<file path="config.mk">
export PLATFORM = sky130hd
export DESIGN_NAME = mem_arbiter
export DESIGN_NICKNAME = d
export VERILOG_FILES = /design/src/rtl/mem_arbiter.sv
export SDC_FILE = /design/constraint.sdc
export NUM_CORES = 1
export LEC_CHECK = 0
export CAP_MARGIN = 20
export CORE_AREA = 2 2 236 238
export CTS_CLUSTER_SIZE = 24
export DETAILED_ROUTE_END_ITERATION = 6
export DIE_AREA = 0 0 238 240
export SLEW_MARGIN = 20
export SYNTH_ARGS = -nofsm -noshare
export SYNTH_HDL_FRONTEND = slang
export SYNTH_SLANG_ARGS = --single-unit
</file>
<file path="constraint.sdc">
create_clock -name clkIn -period 7.3 [get_ports clkIn]
set_input_delay 1.46 -clock clkIn [delete_from_list [all_inputs] [get_ports clkIn]]
set_output_delay 1.46 -clock clkIn [all_outputs]
set_load 0.02 [all_outputs]
</file>
<file path="src/rtl/mem_arbiter.sv">
// Single-port byte-wide RAM arbiter serving MMIO, DCache and ICache transfers.
// Fixed priority io > dc > ic, decided only in IDLE; one byte moves per enabled cycle.
module mem_arbiter #(
    parameter int BLOCK_WIDTH = 4,
    parameter int BLOCK_SIZE  = 2 ** BLOCK_WIDTH
) (
    input  logic                      clkIn,
    input  logic                      resetIn,
    input  logic                      readyIn,
    input  logic                      clearIn,
    input  logic [7:0]                memIn,
    output logic [31:0]               memAddr,
    output logic [7:0]                memOut,
    output logic                      readWriteOut,
    input  logic                      icReq,
    input  logic [31-BLOCK_WIDTH:0]   icTag,
    output logic                      icDone,
    output logic [8*BLOCK_SIZE-1:0]   icData,
    input  logic                      dcReq,
    input  logic                      dcWrite,
    input  logic [31-BLOCK_WIDTH:0]   dcTag,
    input  logic [8*BLOCK_SIZE-1:0]   dcWData,
    output logic                      dcDone,
    output logic [8*BLOCK_SIZE-1:0]   dcRData,
    input  logic                      ioReq,
    input  logic                      ioWrite,
    input  logic [1:0]                ioSize,
    input  logic [31:0]               ioAddr,
    input  logic [31:0]               ioWData,
    output logic                      ioDone,
    output logic [31:0]               ioRData
);
    // Counter must reach BLOCK_SIZE itself (the trailing capture cycle of a line read).
    localparam int KW = BLOCK_WIDTH + 1;

    typedef enum logic [1:0] {S_IDLE, S_READ, S_WRITE, S_DONE} state_t;
    typedef enum logic [1:0] {ID_NONE, ID_IC, ID_DC, ID_IO} req_id_t;

    state_t                     state_q, state_d;
    req_id_t                    id_q, id_d;
    logic [KW-1:0]              k_q, k_d;
    logic [KW-1:0]              len_q, len_d;
    logic [31:0]                base_q, base_d;
    logic [BLOCK_SIZE-1:0][7:0] buf_q, buf_d;

    logic [BLOCK_WIDTH-1:0]     k_prev;
    logic [KW-1:0]              io_len;
    logic                       io_legal;

    // Wraps to BLOCK_SIZE-1 when k equals BLOCK_SIZE, which is exactly the last byte slot.
    assign k_prev = k_q[BLOCK_WIDTH-1:0] - BLOCK_WIDTH'(1);

    always_comb begin
        io_legal = 1'b1;
        case (ioSize)
            2'b01:   io_len = KW'(1);
            2'b10:   io_len = KW'(2);
            2'b11:   io_len = KW'(4);
            default: begin
                io_len   = KW'(1);
                io_legal = 1'b0;
            end
        endcase
    end

    always_comb begin
        // NOTE: every signal gets its hold value first, so no path through the case can infer a latch.
        state_d = state_q;
        id_d    = id_q;
        k_d     = k_q;
        len_d   = len_q;
        base_d  = base_q;
        buf_d   = buf_q;

        if (readyIn) begin
            case (state_q)
                S_IDLE: begin
                    k_d = '0;
                    if (ioReq && io_legal) begin
                        id_d    = ID_IO;
                        base_d  = ioAddr;
                        len_d   = io_len;
                        buf_d   = '0;
                        if (ioWrite) begin
                            for (int i = 0; i < 4; i++) buf_d[i] = ioWData[8*i +: 8];
                        end
                        state_d = ioWrite ? S_WRITE : S_READ;
                    end else if (dcReq) begin
                        id_d    = ID_DC;
                        base_d  = {dcTag, {BLOCK_WIDTH{1'b0}}};
                        len_d   = KW'(BLOCK_SIZE);
                        buf_d   = dcWrite ? dcWData : '0;
                        state_d = dcWrite ? S_WRITE : S_READ;
                    end else if (icReq && !clearIn) begin
                        id_d    = ID_IC;
                        base_d  = {icTag, {BLOCK_WIDTH{1'b0}}};
                        len_d   = KW'(BLOCK_SIZE);
                        buf_d   = '0;
                        state_d = S_READ;
                    end
                end
                S_READ: begin
                    // A flush only kills speculative fetches; dc and io-write traffic has side effects.
                    if (clearIn && (id_q == ID_IC || id_q == ID_IO)) begin
                        state_d = S_IDLE;
                        k_d     = '0;
                    end else begin
                        if (k_q != '0) buf_d[k_prev] = memIn;
                        if (k_q == len_q) begin
                            state_d = S_DONE;
                            k_d     = '0;
                        end else begin
                            k_d = k_q + KW'(1);
                        end
                    end
                end
                S_WRITE: begin
                    if (k_q == len_q - KW'(1)) begin
                        state_d = S_DONE;
                        k_d     = '0;
                    end else begin
                        k_d = k_q + KW'(1);
                    end
                end
                S_DONE:  state_d = S_IDLE;
                default: state_d = S_IDLE;
            endcase
        end
    end

    // NOTE: the line buffer is reset along with the control state so no stale line leaks after reset.
    always_ff @(posedge clkIn or posedge resetIn) begin
        if (resetIn) begin
            state_q <= S_IDLE;
            id_q    <= ID_NONE;
            k_q     <= '0;
            len_q   <= '0;
            base_q  <= '0;
            buf_q   <= '0;
        end else begin
            // NOTE: non-blocking assignments so every flop samples pre-edge values.
            state_q <= state_d;
            id_q    <= id_d;
            k_q     <= k_d;
            len_q   <= len_d;
            base_q  <= base_d;
            buf_q   <= buf_d;
        end
    end

    always_comb begin
        memAddr      = '0;
        memOut       = '0;
        readWriteOut = 1'b0;
        case (state_q)
            S_READ: begin
                // While stalled, re-present the byte that the resume cycle will capture.
                if (!readyIn && k_q != '0) memAddr = base_q + 32'(k_prev);
                else if (k_q < len_q)      memAddr = base_q + 32'(k_q);
            end
            S_WRITE: begin
                memAddr      = base_q + 32'(k_q);
                memOut       = buf_q[k_q[BLOCK_WIDTH-1:0]];
                readWriteOut = readyIn;
            end
            default: ;
        endcase
    end

    always_comb begin
        ioRData = '0;
        for (int i = 0; i < 4; i++) begin
            if (KW'(i) < len_q) ioRData[8*i +: 8] = buf_q[i];
        end
    end

    assign icDone  = (state_q == S_DONE) && (id_q == ID_IC);
    assign dcDone  = (state_q == S_DONE) && (id_q == ID_DC);
    assign ioDone  = (state_q == S_DONE) && (id_q == ID_IO);
    assign icData  = buf_q;
    assign dcRData = buf_q;

endmodule

</file>
==> metrics.md <==
| Metric | Value |
|---|---|
| Status | complete, no violations |
| Length of the first detailed-routing pass in iterations | 7 |
| CP required | 5.84 ns |
| Fin crit share | 86.65% |
| Post-CTS Setup Bufs | 0 |
| Post-placement setup slack | 1.482 ns |
| Synth async-reset ratio | 100.0% |
| Antenna-violating nets left | 0 |
| Syn Area/Cell | 9.274 sq um |
| CP arrival | 4.87 ns |
| Max VDD drop | 0.2382 mV |
| Number of setup violations in the final report | 0 |
| Total track usage | 22.01% |
| Final max-slew violation count | 0 |
| Final core occ | 35.91% |
| Fin Clk Skew | 0.01441 ns |
| Switch share | 48.08% |
| Reg power frac | 26.1% |
| Ys flop type | dfrtp_1 |
| Die ar. | 0.05712 sq mm |
| Net Sw Power | 3676 uW |
| Post-Syn Area | 0.01329 sq mm |
| PostCTS Resize Cnt | 0 |
| Post-synthesis register bit count | 173 |
| I/O pins | 599 |
| Initial antenna violation count | 12 |
| Period minus WS final | 6.325 ns |
| Synth Net Count | 1,729 |
| P per Cell Area | 389.5 mW/mm^2 |
| Largest net degree at the start of global routing | 76 |
| CTS tree | done |
| Buffers on Ports | 598 |
| Die width | 238 microns |
| Pleak | 0.007685 uW |
| Fin cells | 2,586 |
| Cells after DPL | 2,542 |
| Starting density of the core | 24.31% |
| Comb pwr share | 61.1% |
| Chip Height | 240 microns |
| Routed via count | 13,012 |
| CP Capture Type | output pin |
| Synthesized instance count | 1,433 |
| Rel. slew slack | 31.08% |
| Clock Sinks | 173 |
| CTS buffer count | 17 |
| RSZ-0062 raised after global routing | false |
| Clk Latency, worst-skew pair | 0.50 ns |
| Final instance area | 0.01963 sq mm |
| Area growth, synth to finish | 47.70% |
| CTS max path bufs | 2 |
| Hpwl dp | 50.07 mm |
| Global-route wire length before repair | 90.87 mm |
| Post-synthesis sequential area ratio | 32.58% |
| Number of synthesized flops with an enable pin | 0 |
| Setup ws final | 0.9747 ns |
| Clock H-tree levels | 4 |
| Yosys warnings | 0 |
| Share of cells above drive strength 1 | 13.26% |
| Critical Path Fanout Max | 22 |
| Measured slew at the worst slew-check pin | 1.030 ns |
| Min-Delay Path Class | reg2reg |
| Clk pwr share | 12.9% |
| Nets | 2,153 |
| Power Internal | 3970 uW |
| Max-cap violations | 0 |
| Core area | 0.05466 sq mm |
| Setup TNS | 0 ns |
| DRC errors left | 0 |
| Cts hold-fix bufs | 0 |
| Netlist cell types | 83 |
| Worst-path clk slew | 0.07 ns |
| Routed wire per std cell | 24.82 microns |
| RD Place Congestion | 0.8935 |
| Gr ovfl total | 0 |
| Critical path type | reg2out |
| DR iter-0 viols | 1,001 |
| CP Launch Type | flip-flop |
| Routed vias/inst | 5.032 |
| Final wirelength | 64.19 mm |
| CTS Root Cell | clkbuf_16 |
| Row Count | 86 |
| Vias in the first global route | 13,281 |
| Total placed instance area | 0.01897 sq mm |
| Fmax | 158.1 MHz |
| Fin. Hold Viols | 0 |
[final timing paths]
kind,cells past startpoint,slack (ns),start,to
setup / recovery,11,0.97,k_q[1]$_DFFE_PP0P_,memAddr[21]
hold / removal,2,0.54,id_q[1]$_DFFE_PP0P_,id_q[1]$_DFFE_PP0P_
setup reg to reg,7,3.67,k_q[1]$_DFFE_PP0P_,dcRData[123]$_DFFE_PP0P_
hold reg to reg,2,0.54,id_q[1]$_DFFE_PP0P_,id_q[1]$_DFFE_PP0P_
max in group asynchronous,3,4.63,resetIn,k_q[0]$_DFFE_PP0P_
min in group asynchronous,2,1.39,resetIn,dcRData[8]$_DFFE_PP0P_
[Yosys cell counts, drive strengths merged (6+ instances only)]
cell | instances | area (sq um)
a21boi | 7 | 67.57
a21o | 7 | 52.55
a21oi | 71 | 471.7
a22oi | 32 | 240.2
a31oi | 11 | 75.07
and2 | 26 | 162.7
and3 | 7 | 43.79
buf | 158 | 1130
clkbuf | 49 | 185.2
dfrtp | 173 | 4329
ha | 27 | 337.8
inv | 24 | 90.08
mux2 | 128 | 1471
mux2i | 34 | 369.1
mux4 | 40 | 900.9
nand2 | 215 | 837.1
nand2b | 6 | 37.54
nand3 | 19 | 95.09
nand4 | 6 | 43.79
nor2 | 54 | 202.7
nor2b | 29 | 181.4
nor3 | 9 | 61.31
o211ai | 9 | 67.56
o21ai | 188 | 944.7
o22ai | 17 | 112.6
o31ai | 8 | 60.06
or2 | 7 | 43.79
xnor2 | 12 | 105.1
[state kept, by name (all words and copies together), names as in the netlist]
register and cells:
dcRData 128, base_q 32, k_q 5, len_q 4
id_q 2, state_q 2
[per-layer routing]
metal	part of all wire (%)	wire length, microns	GRT usage [%]	up-vias
met5	0	0	0	-
met4	2.6	1677	8.845	0
met3	6.0	3876	3.881	73
met2	51	32510	37.93	590
met1	41	26120	27.26	6480
li1	-	-	-	5869
[kinds of logic after synthesis]
| kind of cell | share of synthesized area (%) |
|---|---|
| adders and majority gates | 2.843 |
| xor gates and xnor gates | 0.9227 |
| AOI/OAI and AO/OA | 18.28 |
| DFF | 32.58 |
| muxes | 20.63 |
| buffers and inverters | 10.60 |
| and+or+nand+nor | 14.14 |
[through the flow]
stage / power, uW / hold slack, ns
finish: 7646 / 0.5437
CTS: 7702 / 0.5446
detailed placement: 6671 / 0.5286
global placement: 6632 / 0.5120
global route: 8012 / 0.5850
floorplan: 4596 / 0.4733
[layout by cell type, fill, tap and decap left out, types with 26 or more instances in the layout]
master,instances
ha_1,26
and2_1,26
mux2i_1,31
mux2_2,93
nor2_1,54
mux2_1,27
clkdlybuf4s50_1,597
nand2_1,203
a21oi_1,58
dfrtp_1,171
mux4_2,40
a22oi_1,32
nor2b_1,29
o21ai_0,183
[critical path, stage by stage, from the launching register on]
cell             delay [ns]
dfrtp_2                0.73
inv_1                  0.23
ha_1                   0.34
xor2_1                 0.20
ha_1                   0.37
nand3_1                0.09
o22ai_1                0.58
nand2_1                0.46
a21boi_2               0.33
nand2_1                0.10
o311ai_1               0.28
clkdlybuf4s50_1        0.67
[power by group through the flow]
stage / registers [uW] / logic, uW / clock network (uW)
4_1_cts: 1980 / 4700 / 1020
3_3_place_gp: 1980 / 4650 / 0
5_1_grt: 2040 / 4930 / 1040
2_1_floorplan: 2020 / 2580 / 0
3_5_place_dp: 1990 / 4680 / 0
6_report: 1990 / 4670 / 986
[cell type report]
type                       count  area, sq um
inverter                      25        98.84
multi-input combinational   1028         7571
clock inverter                15        201.4
timing repair buffer         612         6086
antenna                       12        30.03
tap                          704        880.8
sequential                   173         4334
fill                        5561        35030
clock buffer                  17        425.4
Note: power is estimated with default switching activity, not from simulation.
==> edit (same settings) <==
Take the reset off `k_q` and `buf_q` and load them in a clocked block of their own.
--- a/src/rtl/mem_arbiter.sv
+++ b/src/rtl/mem_arbiter.sv
@@ -135,6 +135,4 @@
             id_q    <= ID_NONE;
-            k_q     <= '0;
             len_q   <= '0;
             base_q  <= '0;
-            buf_q   <= '0;
         end else begin
@@ -143,7 +141,10 @@
             id_q    <= id_d;
-            k_q     <= k_d;
             len_q   <= len_d;
             base_q  <= base_d;
-            buf_q   <= buf_d;
         end
+    end
+
+    always_ff @(posedge clkIn) begin
+        k_q   <= k_d;
+        buf_q <= buf_d;
     end
Formal check against the unedited RTL: not equivalent (Yosys sat finds a counterexample within 4 cycles, from zero or initial values and one cycle with resetIn high).
==> edit against the original RTL <==
  * Worst setup slack gained 0.072 ns
  * Power decreased by 7.8%
  * Final cell count decreased by 6.3%
  * Wire length fell by 1.0%
  * Clock power is 9.0% lower
  * Sequential cell count unchanged
  * Area after synthesis down 7.8%
  * Cell area shrank 5.9%
==> edit: results (changes against the original RTL) <==
| Metric | Value |
|---|---|
| Worst path max stage delay | `0.71 ns (was 0.73 ns)` |
| Worst-path fanout max | `39 (was 22)` |
| Area grow syn2layout | `50.7% (was 47.7%)` |
| Sequential area share after synthesis | `0.408 (was 0.326)` |
| Reg2reg end | `dcRData[127]$_DFFE_PP_ (was dcRData[123]$_DFFE_PP0P_)` |
| Post-DP Area | `17900 um2 (was 19000 um2)` |
| Vias per cell | `5.05 (was 5.03)` |
| Outcome | `completed (unchanged)` |
| VDD IR max | `0.206 mV (was 0.238 mV)` |
| Post-synthesis mux area share | `0.0972 (was 0.206)` |
| Syn Inst Count | `1284 (was 1433)` |
| R2R Setup Slk | `3.79 ns (was 3.67 ns)` |
| Clock Skew | `0.0181 ns (was 0.0144 ns)` |
| Max-slew headroom | `0.249 (was 0.311)` |
| Share of post-route cells with drive strength above 1 | `0.0653 (was 0.133)` |
| Fillers | `5558 (was 5561)` |
| Top cells by area, synth | `edfxtp_1 33%, dfrtp_1 8.2%, buf_4 8.1%, o21ai_0 7.6%, mux4_2 7.4% (was dfrtp_1 33%, mux2_2 7.9%, buf_4 7.4%, o21ai_0 6.9%, mux4_2 6.8%)` |
| RePlAce Congestion | `0.920 (was 0.894)` |
| Commonest cells in the netlist | `193 x nand2_1, 185 x o21ai_0, 133 x buf_4, 133 x edfxtp_1, 74 x a21oi_1 (was 203 x nand2_1, 184 x o21ai_0, 173 x dfrtp_1)` |
| Syn_nets | `1580 (was 1729)` |
| Pre-CTS setup slack | `1.37 ns (was 1.48 ns)` |
| Post-DP HPWL | `50.9 mm (was 50.1 mm)` |
| Worst path top cell family by delay | `buffers and inverters (was compound AO/OA/AOI/OAI gates)` |
| DRT iter0 DRCs | `1160 (was 1001)` |
| Number of synthesized flops with an enable pin | `133 (was 0)` |
| Largest net degree at the start of global routing | `77 (was 76)` |
[edit: cell families after synthesis]
| group | count (synthesis) |
|---|---|
| AO/OA/AOI/OAI | 389 |
| XOR/XNOR | 16 |
| adder cells (fa/ha/maj) | 29 |
| buffers and inverters | 230 |
| flip-flops | 173 |
| multiplexers | 69 |
| AND/OR/NAND/NOR | 378 |
[edit: how the worst max path moves through the flow]
stage                  endpoint  slack (ns)                 start
finish              memAddr[17]        1.05  k_q[0]$_SDFFCE_PN0P_
global route        memAddr[17]        0.65  k_q[0]$_SDFFCE_PN0P_
CTS                 memAddr[17]        1.02  k_q[0]$_SDFFCE_PN0P_
detailed placement  memAddr[17]        1.37               readyIn
global placement    memAddr[17]        1.41               readyIn
floorplan           memAddr[14]        2.38  k_q[1]$_SDFFCE_PN0P_
[edit: worst reg2reg max path, delay by kind of cell, from the launching register on]
family	cells	cell delay, ns
AND/OR/NAND/NOR	2	0.83
adder cells (fa/ha/maj)	1	0.55
buffers and inverters	1	0.12
AO/OA/AOI/OAI	2	1.22
flip-flops	1	0.41
[edit: metal layers]
| layer | GRT usage | vias to the layer above | part of all wire |
|---|---|---|---|
| li1 | - | 5397 | - |
| met2 | 0.352 | 668 | 0.47 |
| met3 | 0.0542 | 70 | 0.083 |
| met1 | 0.285 | 6082 | 0.42 |
| met5 | 0 | - | 0.00014 |
| met4 | 0.0619 | 2 | 0.021 |
[edit: area by class of cell]
type / count / area share
diodes: 2 / 0.000271
clock buffers: 18 / 0.0232
clock inverters: 13 / 0.00603
inverters: 22 / 0.00447
multi-input cells: 881 / 0.319
flip-flops and latches: 173 / 0.270
well taps: 704 / 0.0477
repair buffers: 609 / 0.329
